`config.mk`:
```
export PLATFORM = sky130hd
export DESIGN_NAME = bus_arbiter
export DESIGN_NICKNAME = d
export VERILOG_FILES = /design/src/rtl/bus_arb_pkg.sv /design/src/rtl/rr_select.sv /design/src/rtl/bus_arbiter.sv
export SDC_FILE = /design/constraint.sdc
export NUM_CORES = 1
export LEC_CHECK = 0
export CAP_MARGIN = 20
export CORE_UTILIZATION = 49
export CTS_CLUSTER_SIZE = 12
export DETAILED_ROUTE_END_ITERATION = 8
export PLACE_DENSITY = 0.83
export SLEW_MARGIN = 0
export SYNTH_ARGS = -nofsm -noshare
export SYNTH_HDL_FRONTEND = slang
export SYNTH_SLANG_ARGS = --single-unit
```
`constraint.sdc`:
```
create_clock -name clk -period 2.69 [get_ports clk]
set_clock_uncertainty 0.15 [all_clocks]
set_input_delay 0.807 -clock clk [delete_from_list [all_inputs] [get_ports clk]]
set_output_delay 0.807 -clock clk [all_outputs]
set_load 0.01 [all_outputs]
```
`src/rtl/bus_arb_pkg.sv`:
```
// Shared types and constants for the interconnect bus arbiter.
package bus_arb_pkg;

  typedef enum logic [1:0] {
    StIdle,
    StOwn,
    StTurn
  } arb_state_e;

  localparam logic [1:0] SRC_AES   = 2'b00;
  localparam logic [1:0] SRC_SHA   = 2'b01;
  localparam logic [1:0] SRC_SPARE = 2'b10;
  localparam logic [1:0] SRC_CTRL  = 2'b11;

  localparam int unsigned DEFAULT_N_REQ     = 4;
  localparam int unsigned DEFAULT_MAX_BEATS = 8;
  localparam int unsigned DEFAULT_TIMEOUT   = 16;

endpackage

```
`src/rtl/rr_select.sv`:
```
// Combinational round-robin picker: first active request after `last`, wrapping.
module rr_select #(
  parameter int unsigned N_REQ = 4,
  localparam int unsigned IdW  = $clog2(N_REQ)
) (
  input  logic [N_REQ-1:0] req,
  input  logic [IdW-1:0]   last,
  output logic [N_REQ-1:0] pick,
  output logic [IdW-1:0]   pick_id,
  output logic             any
);

  always_comb begin
    int unsigned idx;
    logic [IdW-1:0] idx_id;
    logic found;
    pick    = '0;
    pick_id = '0;
    found   = 1'b0;
    idx     = 0;
    idx_id  = '0;
    for (int unsigned off = 1; off <= N_REQ; off++) begin
      idx    = ({{(32 - IdW){1'b0}}, last} + off) % N_REQ;
      idx_id = IdW'(idx);
      if (!found && req[idx_id]) begin
        found        = 1'b1;
        pick[idx_id] = 1'b1;
        pick_id      = idx_id;
      end
    end
  end

  assign any = |req;

endmodule

```
`src/rtl/bus_arbiter.sv`:
```
// Round-robin owner selection for the shared data bus with beat limit, timeout
// and a one-cycle turnaround between owners.
module bus_arbiter
  import bus_arb_pkg::*;
#(
  parameter int unsigned N_REQ     = DEFAULT_N_REQ,
  parameter int unsigned MAX_BEATS = DEFAULT_MAX_BEATS,
  parameter int unsigned TIMEOUT   = DEFAULT_TIMEOUT,
  localparam int unsigned IdW      = $clog2(N_REQ)
) (
  input  logic             clk,
  input  logic             rst,
  input  logic [N_REQ-1:0] req,
  input  logic             bus_valid,
  input  logic             ack,
  output logic [N_REQ-1:0] grant,
  output logic [IdW-1:0]   grant_id,
  output logic             grant_valid,
  output logic             timeout_err
);

  localparam int unsigned BeatW = $clog2(MAX_BEATS + 1);
  localparam int unsigned IdleW = $clog2(TIMEOUT + 1);

  arb_state_e       state_q, state_d;
  logic [N_REQ-1:0] grant_q, grant_d;
  logic [IdW-1:0]   grant_id_q, grant_id_d;
  logic [IdW-1:0]   last_q, last_d;
  logic [BeatW-1:0] beat_q, beat_d;
  logic [IdleW-1:0] idle_q, idle_d;
  logic             timeout_err_q, timeout_err_d;

  logic [N_REQ-1:0] pick;
  logic [IdW-1:0]   pick_id;
  logic             any_req;
  logic             beat_hit, idle_hit, owner_req;

  rr_select #(
    .N_REQ(N_REQ)
  ) u_rr_select (
    .req    (req),
    .last   (last_q),
    .pick   (pick),
    .pick_id(pick_id),
    .any    (any_req)
  );

  // Limits are hit by the cycle that would bring the count to its bound.
  assign beat_hit  = bus_valid && (beat_q == BeatW'(MAX_BEATS - 1));
  assign idle_hit  = !bus_valid && (idle_q == IdleW'(TIMEOUT - 1));
  assign owner_req = req[grant_id_q];

  always_comb begin
    state_d       = state_q;
    grant_d       = grant_q;
    grant_id_d    = grant_id_q;
    last_d        = last_q;
    beat_d        = beat_q;
    idle_d        = idle_q;
    timeout_err_d = 1'b0;
    unique case (state_q)
      StIdle: begin
        if (any_req) begin
          state_d    = StOwn;
          grant_d    = pick;
          grant_id_d = pick_id;
          last_d     = pick_id;
        end
      end
      StOwn: begin
        if (bus_valid) begin
          beat_d = beat_q + BeatW'(1);
          idle_d = '0;
        end else begin
          idle_d = idle_q + IdleW'(1);
        end
        if (ack || beat_hit || !owner_req || idle_hit) begin
          state_d       = StTurn;
          grant_d       = '0;
          grant_id_d    = '0;
          beat_d        = '0;
          idle_d        = '0;
          timeout_err_d = !ack && owner_req && idle_hit;
        end
      end
      StTurn: state_d = StIdle;
      default: state_d = StIdle;
    endcase
  end

  always_ff @(posedge clk) begin
    if (rst) begin
      state_q       <= StIdle;
      grant_q       <= '0;
      grant_id_q    <= '0;
      last_q        <= IdW'(N_REQ - 1);
      beat_q        <= '0;
      idle_q        <= '0;
      timeout_err_q <= 1'b0;
    end else begin
      state_q       <= state_d;
      grant_q       <= grant_d;
      grant_id_q    <= grant_id_d;
      last_q        <= last_d;
      beat_q        <= beat_d;
      idle_q        <= idle_d;
      timeout_err_q <= timeout_err_d;
    end
  end

  assign grant       = grant_q;
  assign grant_id    = grant_id_q;
  assign grant_valid = |grant_q;
  assign timeout_err = timeout_err_q;

endmodule
```
-- Word level (Yosys, flattened, before mapping)
Cells that the tools add are included.
- register bits after elaboration: 20
- input port bits: 8
- output and inout port bits: 8
- word-level logic and storage cells: 104
- add/sub/neg operators: 6
- order comparisons: 9
- eq/ne operators: 5
- mux-type cells: 42
- bitwise logic cells: 5
- reductions and logical operators: 30
- operators by type and width (cell ; count):
    $mux 4 ; 8
    $mux 2 ; 8
    $lt 2x3->1 const B ; 5
    $mux 1 ; 12
    $or 4x4->4 ; 3
    $logic_and 1x1->1 ; 11
    $bmux 1 s2 ; 5
    $mux 5 ; 2
    $demux 1 s2 ; 4
    $ge 2x1->1 const B ; 4
    $pmux 2 s2 ; 2
    $pmux 4 s2 ; 1
    $reduce_or 4->1 ; 2
    $logic_not 1->1 ; 6
    $reduce_and 2->1 ; 3
    $add 5x1->5 const B ; 1
    $eq 5x4->1 const B ; 1
    $add 2x1->2 const B ; 2
    $add 2x2->2 const B ; 2
    $add 4x1->4 const B ; 1
    $eq 4x3->1 const B ; 1
    $ne 2x2->1 const B ; 2
    $reduce_bool 2->1 ; 2
    $logic_or 1x1->1 ; 3
    other kinds (5) ; 6

-- Depth between registers and ports, before layout
Gate-level depths: netlist (run 1).
- depth after elaboration: 15
- depth in mapped cells: 10
- gate-level depth less buffers: 8

-- Cells and area by module
From an unflattened synthesis (run 1), not the netlist that was laid out.
- cells, all modules: 185
- area, all modules: 1564.0 µm²
- by module, submodules not included (module ; instances ; cells an instance ; area each (µm²) ; sequential area each (µm²)):
    bus_arbiter ; 1 ; 115 ; 1023.5 ; 400.4
    rr_select ; 1 ; 70 ; 540.5 ; 0.0

-- Worst setup path after synthesis (run 1)
OpenSTA, ideal clock, no wires.
- path kind: flip-flop to flip-flop
- start: register last_q[1]
- end: register grant_id_q[1], in the netlist grant_id[1]
- library setup time: 82 ps
- arrival: 2696 ps
- required time: 2458 ps
- setup slack: -238 ps
- stages on the path, launching flop included: 9
- buffers on the path: 2
- clock period less this slack: 2928 ps
- path through: dfxtp_1 > clkbuf_1 > inv_1 > ha_1 > clkbuf_1 > mux4_1 > or4b_4 > or4_1 > o221ai_1
- cells in the longest elaborated chain, start to end: 15
- elaborated cells on any way between the ends: 27
- classes of those cells: add/sub: 4; mux: 17; reduce/logical: 6
- ends and longest elaborated chain (element ; RTL line ; text):
    from (decl) ; bus_arbiter.sv:28 ; logic [IdW-1:0] last_q, last_d;
    from (signal assigned) ; bus_arbiter.sv:96 ; last_q <= IdW'(N_REQ - 1);
    from (signal assigned) ; bus_arbiter.sv:104 ; last_q <= last_d;
    $add 2x1->2 ; rr_select.sv:23 ; idx = ({{(32 - IdW){1'b0}}, last} + off) % N_REQ;
    $bmux 1 s2 ; rr_select.sv:25 ; if (!found && req[idx_id]) begin
    $mux 1 (implied by the code) ; rr_select.sv:25 ;
    $mux 1 ; rr_select.sv:25 ;
    $logic_not 1->1 ; rr_select.sv:25 ;
    $logic_and 1x1->1 ; rr_select.sv:25 ;
    $mux 1 ; rr_select.sv:25 ;
    $logic_not 1->1 ; rr_select.sv:25 ;
    $logic_and 1x1->1 ; rr_select.sv:25 ;
    $mux 1 ; rr_select.sv:25 ;
    $logic_not 1->1 ; rr_select.sv:25 ;
    $logic_and 1x1->1 ; rr_select.sv:25 ;
    $mux 2 * ; rr_select.sv:25 ;
    $mux 2 * ; bus_arbiter.sv:63 ; if (any_req) begin
    $pmux 2 s2 * ; bus_arbiter.sv:61 ; unique case (state_q)
    to (signal assigned) ; bus_arbiter.sv:103 ; grant_id_q <= grant_id_d;
    to (decl) ; bus_arbiter.sv:27 ; logic [IdW-1:0] grant_id_q, grant_id_d;
Mark *: on every way between the ends. The rest lies on a longest branch, timed or not. The select of a mux whose other input is x is not followed.
A chain may end at the register's enable or synchronous reset.

-- Worst setup path after layout (run 1)
- start: input req[3]
- end: register last_q[1]
- cells in the longest elaborated chain, start to end: 12
- elaborated cells on any way between the ends: 23
- classes of those cells: mux: 15; reduce/logical: 8
- ends and longest elaborated chain (element ; RTL line ; text):
    from (decl) ; bus_arbiter.sv:13 ; input logic [N_REQ-1:0] req,
    $bmux 1 s2 ; rr_select.sv:25 ;
    $mux 1 (implied by the code) ; rr_select.sv:25 ;
    $mux 1 ; rr_select.sv:25 ;
    $logic_not 1->1 ; rr_select.sv:25 ;
    $logic_and 1x1->1 ; rr_select.sv:25 ;
    $mux 1 ; rr_select.sv:25 ;
    $logic_not 1->1 ; rr_select.sv:25 ;
    $logic_and 1x1->1 ; rr_select.sv:25 ;
    $mux 1 ; rr_select.sv:25 ;
    $logic_not 1->1 ; rr_select.sv:25 ;
    $logic_and 1x1->1 ; rr_select.sv:25 ;
    $mux 2 ; rr_select.sv:25 ;
Parallel ways exist; a longest one is shown, timed or not. The select of a mux whose other input is x is not followed.

==> flow_metrics.py, run 1 <==
metrics = {
    "timing": {
        "slew_headroom_pct": 67.51,
        "setup_violations": 0,
        "hold_viol": 0,
        "worstMarginPinSlew_ns": 0.4874,
        "drv_slew": 0,
        "tns_ns": 0,
        "fin_crit_sh_pct": 96.58,
        "fin_crit_ns": 2.598,
        "rsz0062_at_grt": "false",
        "clock.fmax_mhz": 384.9,
    },
    "clock_network": {
        "clk_latency_ns": 0.31,
        "cts_setup_buffers": 0,
        "cts_buffer_depth": 2,
        "clk_pin_slew_ns": 0.13,
        "cts_max_level": 1,
        "cts_tree": "yes",
        "cts.sinks": 20,
        "numCtsBuffers": 3,
        "clock-root-buffer": "clkbuf_4",
        "cts_hold_buf": 0,
    },
    "critical_path": {
        "cp_slowest_cell": "or4b_4",
        "path_cells": "dlygate4sd2_1 -> mux4_2 -> or4b_4 -> buf_4 -> a211oi_1 -> a31oi_1",
        "cp_slowest_stage_delay_ns": 0.54,
        "critical_path_buf_inv_count": 2,
        "required_ns": 2.72,
        "end_kind": "flip-flop",
        "criticalPathCategory": "primary input to flip-flop",
        "cp_data_arrival_time_ns": 2.63,
        "path_max_fanout": 7,
        "critical-path-top-delay-family": "simple AND/OR/NAND/NOR gates",
        "critPathLaunchType": "primary input",
    },
    "grt": {
        "grt-ovfl-total": 0,
        "grt_pass1_wl_mm": 5.112,
        "antenna_found_initial": 0,
        "grt_max_degree": 16,
        "track_usage_pct": 23.81,
        "grt_pass1_vias": 1192,
    },
    "detailed_routing": {
        "wl_per_cell_um": 14.60,
        "viasPerCell": 6.079,
        "drt_pass1_iterations": 4,
        "first_iter_violations": 24,
        "num_vias": 1301,
        "route.detailed.drc": 0,
        "drt_wl_total_mm": 3.125,
        "antenna_left": 0,
    },
    "yosys": {
        "ys_warn_count": 0,
        "synth.distinct_cells": 36,
        "yosys.area_share.simple_pct": 26.45,
        "synth.most_common_cell": "dfxtp_1",
        "synth_top_cell_area_share_pct": 29.91,
        "synth_common_cells": "dfxtp_1 (20), a21oi_1 (16), ha_1 (11), nor2_1 (10)",
        "synth-xor-area-share_pct": 0,
        "synthAdderAreaFrac_pct": 10.28,
        "synth-seq-area-share_pct": 29.91,
        "syn-cell-area_um2": 1339,
        "async_reset_ff_share_pct": 0,
        "synth_top_cell_by_area": "dfxtp_1",
        "synth_area_leaders": "dfxtp_1 (30%), ha_1 (10%), a21oi_1 (6.0%)",
        "synth-seq-cells": 20,
        "synth_compound_area_share_pct": 18.13,
        "syn_avg_cell_area_um2": 8.985,
        "synth-edff-count": 0,
        "synthMuxAreaShare_pct": 10.47,
        "syn_nets": 168,
        "syn_inst": 149,
        "synth_flop_cell": "dfxtp_1",
        "synth_top_family_by_area": "simple AND/OR/NAND/NOR gates",
    },
    "die": {
        "rows": 18,
        "start_util_pct": 53.08,
        "dieArea_um2": 2945,
        "core_area_um2": 2522,
        "die_x_um": 54.27,
        "io_pins": 16,
        "fp.dieH_um": 54.27,
    },
    "finish": {
        "fillers": 204,
        "final_nets": 204,
        "final_core_util_pct": 68.11,
        "insertedDiodeCount": 0,
        "syn_to_final_growth_pct": 28.32,
        "drive_above_1_share_pct": 21.20,
    },
    "run": {
        "cap_violations": 0,
    },
    "placed_design": {
        "io_buffers": 15,
        "place.gp.congestion": 0.8075,
        "post-dp-hpwl_mm": 2.441,
    },
    "status": {
        "status": "finished clean",
    },
    "power_and_ir_drop": {
        "power_w": 0.001345,
        "peakVddDrop_v": 0.0006871,
        "leakagePower_nw": 0.6967,
        "power_density_nw_per_um2": 782.7,
    },
    "hold_path": {
        "min_path_type": "flip-flop to flip-flop",
    },
}
metrics by stage:
stage	cells	instance area (um2)	hold slack, ns	setup slack, ns
after floorplan	149	1336	0.2819	0.01201
after global routing	214	1718	0.3245	0.03404
final	214	1718	0.3094	0.09192
after detailed placement	210	1665	0.2932	-0.4625
after CTS	214	1715	0.3092	0.05778
after global placement	210	1665	0.2889	-0.3824
cell usage in the layout (no fill, tap or decap):
master	instances
dlygate4sd2_1	4
nand3_1	3
nand2b_1	4
nor3b_1	1
clkdlybuf4s50_1	10
nor4b_1	1
nor4_1	3
o21ai_0	3
mux4_2	5
or3_1	4
mux2i_1	2
nand2_1	8
nor2b_1	8
a221o_1	4
dfxtp_1	20
o221ai_1	1
clkbuf_4	3
dlymetal6s2s_1	1
a21oi_1	16
ha_1	11
or4_1	4
a2bb2oi_1	1
buf_4	26
bufinv_16	1
nand3b_1	1
and3_1	1
a221oi_1	6
nand4_1	1
or4b_4	1
o32ai_1	1
a31oi_1	2
or2_2	2
nor2_1	9
inv_1	4
nand4b_1	4
a311oi_1	1
a211oi_1	1
nor2_2	1
nor3_1	5
path summary, 6_finish.rpt:
check	from	end	cells after the start	slack [ns]
max	req[3]	last_q[1]$_SDFFE_PP1P_	6	0.09
min	idle_q[4]$_SDFFE_PP0N_	idle_q[4]$_SDFFE_PP0N_	2	0.31
max reg2reg	last_q[1]$_SDFFE_PP1P_	last_q[1]$_SDFFE_PP1P_	7	0.15
min reg2reg	idle_q[4]$_SDFFE_PP0N_	idle_q[4]$_SDFFE_PP0N_	2	0.31
layout make-up:
type                            instances  area [um2]  share of cell area (%)
Clock inverter                          1       30.03                   1.748
Timing Repair Buffer                   41       342.8                   19.96
Inverter                                4       15.01                  0.8740
Tap cell                               30       37.54                   2.185
Sequential cell                        20       400.4                   23.31
Multi-Input combinational cell        115       869.6                   50.62
Clock buffer                            3       22.52                   1.311
worst register-to-register path: cells and delay by family, from the launching register on:
kind / cells / cell delay (ns)
compound gates: 2 / 0.31
fa+ha+maj: 1 / 0.44
buf+inv: 2 / 0.26
flops: 1 / 0.36
mux: 1 / 0.35
simple gates: 1 / 0.54
power breakdown:
part / internal, W / total [W] / switching (W)
Sequential: 0.000343 / 0.000380 / 0.0000363
Clock: 0.000151 / 0.000247 / 0.0000966
Combinational: 0.000373 / 0.000718 / 0.000344
cells by family after synthesis:
logic type      Yosys count
mux                       7
simple gates             61
compound gates           36
flops                    20
fa+ha+maj                11
buf+inv                  14
per-layer routing:
metal  routed length, um  vias to the layer above  track usage [%]  share of wire, %
met1                1414                      620            30.31                45
met4                  40                        0            6.838               1.3
li1                    -                      637                -                 -
met5                   0                        -                0                 0
met2                1541                       38            39.43                49
met3                 128                        6            6.111               4.1
flip-flops by register name (all words and copies together), names as in the netlist:
register	flops
state_q	2
idle_q	5
beat_q	4
grant_id	2
grant	4
last_q	2
timeout_err	1
repair_timing:
action / CTS / global route
setup endpoints to repair: 9 / 1
cloned: 0 / 0
resized for setup: 5 / 1
endpoints found under the hold margin: 0 / 0
Power figures use the tool's default switching activity.
==> inputs of run 2 (changes only) <==
--- a/config.mk
+++ b/config.mk
@@ -7,7 +7,7 @@
 export LEC_CHECK = 0
 export CAP_MARGIN = 20
 export CORE_UTILIZATION = 49
-export CTS_CLUSTER_SIZE = 12
+export CTS_CLUSTER_SIZE = 28
 export DETAILED_ROUTE_END_ITERATION = 8
 export PLACE_DENSITY = 0.83
 export SLEW_MARGIN = 0
==> results of run 2 <==
No change in the layout: final DEF, timing and power equal those of run 1.
==> inputs of run 3 (changes only) <==
--- a/config.mk
+++ b/config.mk
@@ -10,7 +10,7 @@
 export CTS_CLUSTER_SIZE = 28
 export DETAILED_ROUTE_END_ITERATION = 8
 export PLACE_DENSITY = 0.83
-export SLEW_MARGIN = 0
+export SLEW_MARGIN = 20
 export SYNTH_ARGS = -nofsm -noshare
 export SYNTH_HDL_FRONTEND = slang
 export SYNTH_SLANG_ARGS = --single-unit
==> results of run 3 <==
No change in the layout: final DEF, timing and power equal those of run 1.
